**config.mk**
```make
export PLATFORM = sky130hd
export DESIGN_NAME = count_mode_sequencer
export DESIGN_NICKNAME = d
export VERILOG_FILES = /design/src/rtl/count_mode_sequencer.sv
export SDC_FILE = /design/constraint.sdc
export NUM_CORES = 1
export LEC_CHECK = 0
export ABC_AREA = 1
export CORE_UTILIZATION = 49
export DETAILED_ROUTE_END_ITERATION = 10
export PLACE_DENSITY_LB_ADDON = 0.3
export REMOVE_ABC_BUFFERS = 1
export SYNTH_ARGS = -nofsm -noshare
export SYNTH_HDL_FRONTEND = slang
export SYNTH_SLANG_ARGS = --single-unit
```
**constraint.sdc**
```tcl
create_clock -name clk -period 2 [get_ports clk]
set_input_delay 0.3 -clock clk [delete_from_list [all_inputs] [get_ports clk]]
set_output_delay 0.3 -clock clk [all_outputs]
set_load 0.02 [all_outputs]
```
**src/rtl/count_mode_sequencer.sv**
```systemverilog
// Sequences an external up/down counter through a latched mode pattern and checks its count.
// Optional macro CNTSEQ_LOOP_EN: the pattern repeats until stop instead of ending after L steps.
module count_mode_sequencer #(
  parameter int PAT_W = 20,
  parameter int CNT_W = 3
) (
  input  logic             clk,
  input  logic             reset,
  input  logic             start,
  input  logic             stop,
  input  logic [PAT_W-1:0] pattern,
  input  logic [4:0]       len,
  input  logic [CNT_W-1:0] count,
  output logic             mode,
  output logic             cnt_reset,
  output logic             busy,
  output logic             done,
  output logic [4:0]       step_idx,
  output logic             mismatch
);

  typedef enum logic [1:0] {IDLE, RUN, DONE} state_t;

  state_t           state_q, state_d;
  logic [PAT_W-1:0] pat_q, pat_d;
  logic [4:0]       last_q, last_d;
  logic [4:0]       step_q, step_d;
  logic [CNT_W-1:0] exp_q, exp_d;
  logic             mode_q, mode_d;
  logic             cnt_reset_q, cnt_reset_d;
  logic             busy_q, busy_d;
  logic             done_q, done_d;
  logic             mismatch_q, mismatch_d;
  logic [4:0]       eff_last;
  logic [4:0]       next_idx;

  always_comb begin
    state_d     = state_q;
    pat_d       = pat_q;
    last_d      = last_q;
    step_d      = step_q;
    exp_d       = exp_q;
    mode_d      = mode_q;
    cnt_reset_d = cnt_reset_q;
    busy_d      = busy_q;
    done_d      = done_q;
    mismatch_d  = mismatch_q;
    next_idx    = step_q + 5'd1;
    // A zero or oversized length means the full pattern width.
    eff_last    = (len == 5'd0 || int'(len) > PAT_W) ? 5'(PAT_W - 1) : len - 5'd1;

    case (state_q)
      IDLE: begin
        cnt_reset_d = 1'b1;
        busy_d      = 1'b0;
        done_d      = 1'b0;
        mode_d      = 1'b0;
        step_d      = 5'd0;
        if (start) begin
          state_d     = RUN;
          pat_d       = pattern;
          last_d      = eff_last;
          mode_d      = pattern[0];
          cnt_reset_d = 1'b0;
          busy_d      = 1'b1;
          exp_d       = '0;
          mismatch_d  = 1'b0;
        end
      end
      RUN: begin
        exp_d      = mode_q ? exp_q + CNT_W'(1) : exp_q - CNT_W'(1);
        mismatch_d = mismatch_q | (count != exp_q);
        if (stop) begin
          state_d = DONE;
          done_d  = 1'b1;
        end else if (step_q == last_q) begin
`ifdef CNTSEQ_LOOP_EN
          step_d = 5'd0;
          mode_d = pat_q[0];
`else
          state_d = DONE;
          done_d  = 1'b1;
`endif
        end else begin
          step_d = next_idx;
          mode_d = pat_q[next_idx];
        end
      end
      DONE: begin
        mismatch_d  = mismatch_q | (count != exp_q);
        state_d     = IDLE;
        cnt_reset_d = 1'b1;
        busy_d      = 1'b0;
        done_d      = 1'b0;
        mode_d      = 1'b0;
        step_d      = 5'd0;
      end
      default: state_d = IDLE;
    endcase
  end

  always_ff @(posedge clk or posedge reset) begin
    if (reset) begin
      state_q     <= IDLE;
      pat_q       <= '0;
      last_q      <= '0;
      step_q      <= '0;
      exp_q       <= '0;
      mode_q      <= 1'b0;
      cnt_reset_q <= 1'b1;
      busy_q      <= 1'b0;
      done_q      <= 1'b0;
      mismatch_q  <= 1'b0;
    end else begin
      state_q     <= state_d;
      pat_q       <= pat_d;
      last_q      <= last_d;
      step_q      <= step_d;
      exp_q       <= exp_d;
      mode_q      <= mode_d;
      cnt_reset_q <= cnt_reset_d;
      busy_q      <= busy_d;
      done_q      <= done_d;
      mismatch_q  <= mismatch_d;
    end
  end

  assign mode      = mode_q;
  assign cnt_reset = cnt_reset_q;
  assign busy      = busy_q;
  assign done      = done_q;
  assign step_idx  = step_q;
  assign mismatch  = mismatch_q;

endmodule

```
# Word-level counts from Yosys, hierarchy flattened
# Cells that the tools add are included.
# word_totals
ff_bits	40
input_bits	32
out_inout_bits	10
word_cells	68
# op_classes
add_sub_neg	4
magnitude_cmp	2
n_eq_ne	8
n_mux	26
n_bitwise	1
reduce_logical	17
# op_table
operator	count
5-bit 2-to-1 mux	3
5-bit one-hot mux with 2 select lines	1
2-bit AND reduction	5
1-bit 2-to-1 mux	9
1-bit one-hot mux with 2 select lines	4
2-bit nonzero test	4
5-bit by 6-bit < comparator with 1-bit output (second input constant)	1
2-bit 2-to-1 mux	3
3-bit 2-to-1 mux	2
2-bit inequality test (second input constant)	3
3-bit one-hot mux with 2 select lines	1
3-bit AND reduction	2
5-bit by 1-bit adder with 5-bit output (second input constant)	1
1-bit binary-select mux with 5-bit select	1
5-bit == test	1
5-bit > comparator (second input constant)	1
5-bit zero test	1
5-bit by 1-bit subtractor with 5-bit output (second input constant)	1
2-bit one-hot mux with 2 select lines	1
2-bit OR reduction	2
3-bit by 1-bit adder with 3-bit output (second input constant)	1
3-bit inequality test	1
3-bit inequality test (second input constant)	1
1-bit one-hot mux with 3 select lines	1
7 further kinds	7

# Logic depth before layout (Yosys ltp)
# depth
ltp_word	6
mapped_depth	10

# Worst setup path after synthesis
# Ideal clock, no wire load.
# synth_path
path_type	reg2reg
startpoint	register step_q[1] (netlist: step_idx[1])
endpoint	register mode_q (netlist: mode)
t_arrival_ps	1516
setup_slack_ps	411
stages_incl_launch_ff	11
period_less_slack_ps	1589
path_cell_list	dfrtp_1 -> ha_1 -> buf_4 -> inv_1 -> nor2_1 -> nand2_1 -> nand2_1 -> nand3_1 -> a21oi_1 -> nand2_1 -> a21oi_2
# synth_via
elab_chain_len	6
elab_cells_between_ends	9
classes_between	1 x add/sub; 2 x eq/ne; 5 x mux; 1 x reduce/logical
# synth_rtl
item	line_no	text
start: declaration	27	logic [4:0] step_q, step_d;
start signal: assignment	118	step_q <= step_d;
5-bit by 1-bit adder with 5-bit output	48	next_idx = step_q + 5'd1;
1-bit binary-select mux with 5-bit select	86	mode_d = pat_q[next_idx];
1-bit 2-to-1 mux (implied by the code)	86	
1-bit 2-to-1 mux	76	end else if (step_q == last_q) begin
1-bit 2-to-1 mux	73	if (stop) begin
1-bit one-hot mux with 3 select lines	52	case (state_q)
end signal: assignment	120	mode_q <= mode_d;
end: declaration	29	logic mode_q, mode_d;
# Several ways; a longest one is shown, not always the timed one. The select of a mux whose other input is x is not followed.
# A chain may end at the register's enable or synchronous reset.

# Worst setup path after layout
# layout_path
startpoint	register step_q[0] (netlist: step_idx[0])
endpoint	output port step_idx[0]
# layout_rtl
item	line_no	text
end: declaration	18	output logic [4:0] step_idx,
# No word-level cell between the ends.

==> results.txt <==
* Placement-stage worst setup slack: 0.238 ns
- Critical Path Fanout Max: 19
- For this block, wires on met1 add up to 1960 µm.
* Clock tree from TritonCTS: built
- Family with the most delay on the worst path: buffers and inverters
- The synthesized design spends more area on one cell type than any other, namely sky130_fd_sc_hd__dfrtp_1.
- The tool flagged a number of max-cap violations equal to 0.
* # Post-CTS Setup Buffers: 0
* Endpoint kind of the worst setup timing path: primary output
- For this design the static power due to leakage is 1.41 nW.
- Worst Path Class, Setup: register to primary output
* Post-synthesis sequential element count: 40
* Max rail drop VDD: 0.596 mV
- Fin crit period: 1.85 ns
- Overall routed net length: 4450 µm
- Hold Violations, Final: 0
* Yosys top cell area share: 42.7%
- The post-route netlist has 9.64% of its cells at a drive strength greater than 1.
- Final setup violation count: 0
- Summed over all layers, the global routing overflow is 0.
- The tree is rooted in a sky130_fd_sc_hd__clkbuf_8.
- Worst hold slack after final layout: 0.426 ns
- Smallest setup slack after layout: 0.150 ns
- Worst path arrival time: 1.55 ns
- After detailed routing, the number of remaining DRC violations is 0.
* Synthesis warning total: 0
* Number of cells produced by synthesis: 287
- Cts hold-fix bufs: 0
- Via count of the routed design: 1912
* Average footprint of a synthesized cell: 7.96 µm²
* Measured slew at the worst slew-check pin: 0.499 ns
- Setup repair after global routing left no endpoint under its margin.
- Skew-Pair Late Insertion Delay: 0.30 ns
- Largest net degree at the start of global routing: 41
- In the routed layout, each cell is associated on average with a via count of 4.98.
* Site Rows: 24
- Number of unique standard cell types used by synthesis: 33
- The floorplan step set the die height to 70.3 µm.
- The number of antenna diodes in the final layout is 0.
- In the post-synthesis netlist, the biggest area contributors are sky130_fd_sc_hd__dfrtp_1 (43%), sky130_fd_sc_hd__nand2_1 (13%), sky130_fd_sc_hd__inv_1 (7.4%).
- Counting along the longest clock path gives a buffer depth of 2.
- Post-route setup TNS: 0 ns
- Post-cts gate resize count: 0
- Upper clock frequency limit: 0.541 GHz
- Global routing used 20.0% of the available tracks across all layers.
- In this run, flip-flops and latches consume 35.4% of the power.
* Tcrit/Tclk final: 92.5%
- For this run, the detailed router's first-pass iteration total came to 4.
- Across all register-to-register paths, the minimum setup slack is 0.24 ns.
* Critical path buffers and inverters: 2
* Die area: 0.00494 mm²
- Number of nets in the layout: 373
- Synthesized area: 0.00229 mm²
* Reg clk slew, reported paths: 0.08 ns
* Starting Density: 51.8%
- At the end of routability-driven placement, the weighted congestion stood at 0.782.
* Area growth from synthesis to layout: 23.6%
* Clock tree sinks: 40
- Launching point of the worst reg2reg path: step_idx[1]
- Internal power comes to 0.00223 W.
* I/O pin cnt: 42
* Detailed-placement wirelength estimate: 3260 µm
- Design Area, Final: 0.00283 mm²
- Core outline area: 0.00441 mm²
- The max-slew violation count was 0.
- Worst flop-to-flop path endpoint: mode
* Number of buffers added by the clock tree synthesis step: 5
- Type of origin of the critical path: register
- Signal routing reaches up to met4.
* Relative slew slack: 66.7%
* H-tree levels: 2
- Dividing total power by cell area gives a power density of 1370 mW/mm².
- Clock skew on the completed layout was measured at 0.00677 ns.
* Worst min-delay path category: primary input to asynchronous set/reset pin
- Number of DRC violations after detailed-routing iteration 0: 142
- STA puts the critical path data required time at 1.70 ns.
- The number of cells on the worst reg-to-reg path is 9.
- The first global-routing pass estimated 7780 µm of wire.
- Buffers added on ports: 41
- The count of nets left with antenna violations once routing finished came out at 0.
- Met3 wirelength from detailed routing: 264 µm
* Initial antenna violation count: 0
- Share of total power consumed by net switching: 42.5%
- Slowest cell on the critical path: sky130_fd_sc_hd__clkdlybuf4s50_1
- Sequential element share of the synthesized area: 43.8%
- Detailed-route wire length per cell: 11.6 µm
- Traced cell by cell, the critical path runs through buf_4 -> clkdlybuf4s50_1.
- The placed instances occupy a cell area of 0.00273 mm².
- Critical Path Max Stage Delay: 0.65 ns
* Number of global-route vias before repair: 1825
- The flow ran to the end, and the final reports show no timing, DRC or antenna violations.
- Power share of the combinational group: 50.2%
* Die width: 70.3 µm
- Met2 Wirelength: 2120 µm
- For this design the total switching power over the nets is 0.00164 W.
- In this run, the clock network consumes 14.4% of the power.
-- worst min-delay path, delay by kind of cell --
family	cells	cell delay [ns]
buffers and inverters	3	0.87
-- metal layers --
layer  vias up  global-route usage [%]
li1        985                       -
met1       864                    24.6
met2        54                    33.3
met3         9                    3.17
met4         0                    10.9
met5         -                       0
-- worst max-delay path by stage --
| stage | endpoint | start | depth (start not counted) | slack (ns) |
|---|---|---|---|---|
| after floorplan | last_q[0] | state_q[0] | 7 | 0.09 |
| after global placement | mode | step_idx[1] | 9 | 0.29 |
| after detailed placement | last_q[1] | len[0] | 10 | 0.24 |
| after CTS | step_idx[0] | step_idx[0] | 2 | 0.14 |
| after global routing | step_idx[0] | step_idx[0] | 2 | 0.09 |
| final | step_idx[0] | step_idx[0] | 2 | 0.15 |
-- placed cells by master, fill, tap and decap left out --
master                            synthesis  final
sky130_fd_sc_hd__a21oi_1                  2      2
sky130_fd_sc_hd__a21oi_2                  1      1
sky130_fd_sc_hd__a22oi_1                  3      3
sky130_fd_sc_hd__buf_4                    1      5
sky130_fd_sc_hd__clkbuf_8                 0      6
sky130_fd_sc_hd__clkdlybuf4s50_1          0     41
sky130_fd_sc_hd__clkinv_1                 1      1
sky130_fd_sc_hd__clkinv_2                 0      2
sky130_fd_sc_hd__dfrtp_1                 39     39
sky130_fd_sc_hd__dfstp_2                  1      1
sky130_fd_sc_hd__fa_1                     1      1
sky130_fd_sc_hd__ha_1                     9      9
sky130_fd_sc_hd__inv_1                   45     45
sky130_fd_sc_hd__inv_2                    3      3
sky130_fd_sc_hd__inv_4                    1      1
sky130_fd_sc_hd__inv_6                    1      1
sky130_fd_sc_hd__nand2_1                 77     77
sky130_fd_sc_hd__nand2_2                  3      3
sky130_fd_sc_hd__nand3_1                 21     21
sky130_fd_sc_hd__nand3_2                  2      2
sky130_fd_sc_hd__nand4_2                  2      2
sky130_fd_sc_hd__nor2_1                  14     14
sky130_fd_sc_hd__nor2_2                   1      1
sky130_fd_sc_hd__nor2_4                   1      1
sky130_fd_sc_hd__nor3_1                   1      1
sky130_fd_sc_hd__o21a_1                   1      1
sky130_fd_sc_hd__o21ai_0                 23     23
sky130_fd_sc_hd__o21ai_1                  5      5
sky130_fd_sc_hd__o21ai_2                  3      3
sky130_fd_sc_hd__o22ai_1                  4      4
sky130_fd_sc_hd__o311ai_0                 1      1
sky130_fd_sc_hd__xnor2_1                  5      5
sky130_fd_sc_hd__xor2_1                   7      7
-- cells by family (layout without fill, tap and decap cells) --
family	Yosys count	after routing	share of synthesized area, %
buf+inv	60	105	11.5
simple gates	122	122	23.3
fa+ha+maj	10	10	5.80
compound gates	43	43	10.9
xor+xnor	12	12	4.60
flops	40	40	43.8
-- through the flow --
step                      instances  total power [W]  utilization (%)
final                           384          0.00387             64.0
after global routing            384          0.00423             64.0
after CTS                       384          0.00390             64.0
after detailed placement        376          0.00333             61.9
after global placement          376          0.00329             61.9
after floorplan                 278          0.00275                -
-- Yosys cell counts (all sizes together) --
cell type / n
a21oi: 3
a22oi: 3
buf: 8
clkbuf: 1
clkinv: 1
dfrtp: 39
dfstp: 1
fa: 1
ha: 9
inv: 50
nand2: 80
nand3: 23
nand4: 2
nor2: 16
nor3: 1
o21a: 1
o21ai: 31
o22ai: 4
o311ai: 1
xnor2: 5
xor2: 7
-- layout make-up --
class,count,area (µm²)
Clock buffer,6,82.6
Tap cell,52,65.1
Multi-Input combinational cell,187,1020
Sequential cell,40,1000
Clock inverter,2,10.0
Fill cell,399,1590
Timing Repair Buffer,46,448
Inverter,51,199
-- sequential cells by signal, summed over array words and instances (netlist names) --
register / count
mode: 1
pat_q: 20
last_q: 5
done: 1
cnt_reset: 1
state_q: 2
mismatch: 1
exp_q: 3
busy: 1
step_idx: 5
-- power by group through the flow --
stage                     sequential (W)  clock, W  combinational (W)
after CTS                        0.00137  0.000571            0.00196
after detailed placement         0.00139         0            0.00194
after global routing             0.00142  0.000597            0.00221
after global placement           0.00138         0            0.00190
final                            0.00137  0.000559            0.00194
after floorplan                  0.00147         0            0.00128
Note: power is estimated with default switching activity, not from simulation.
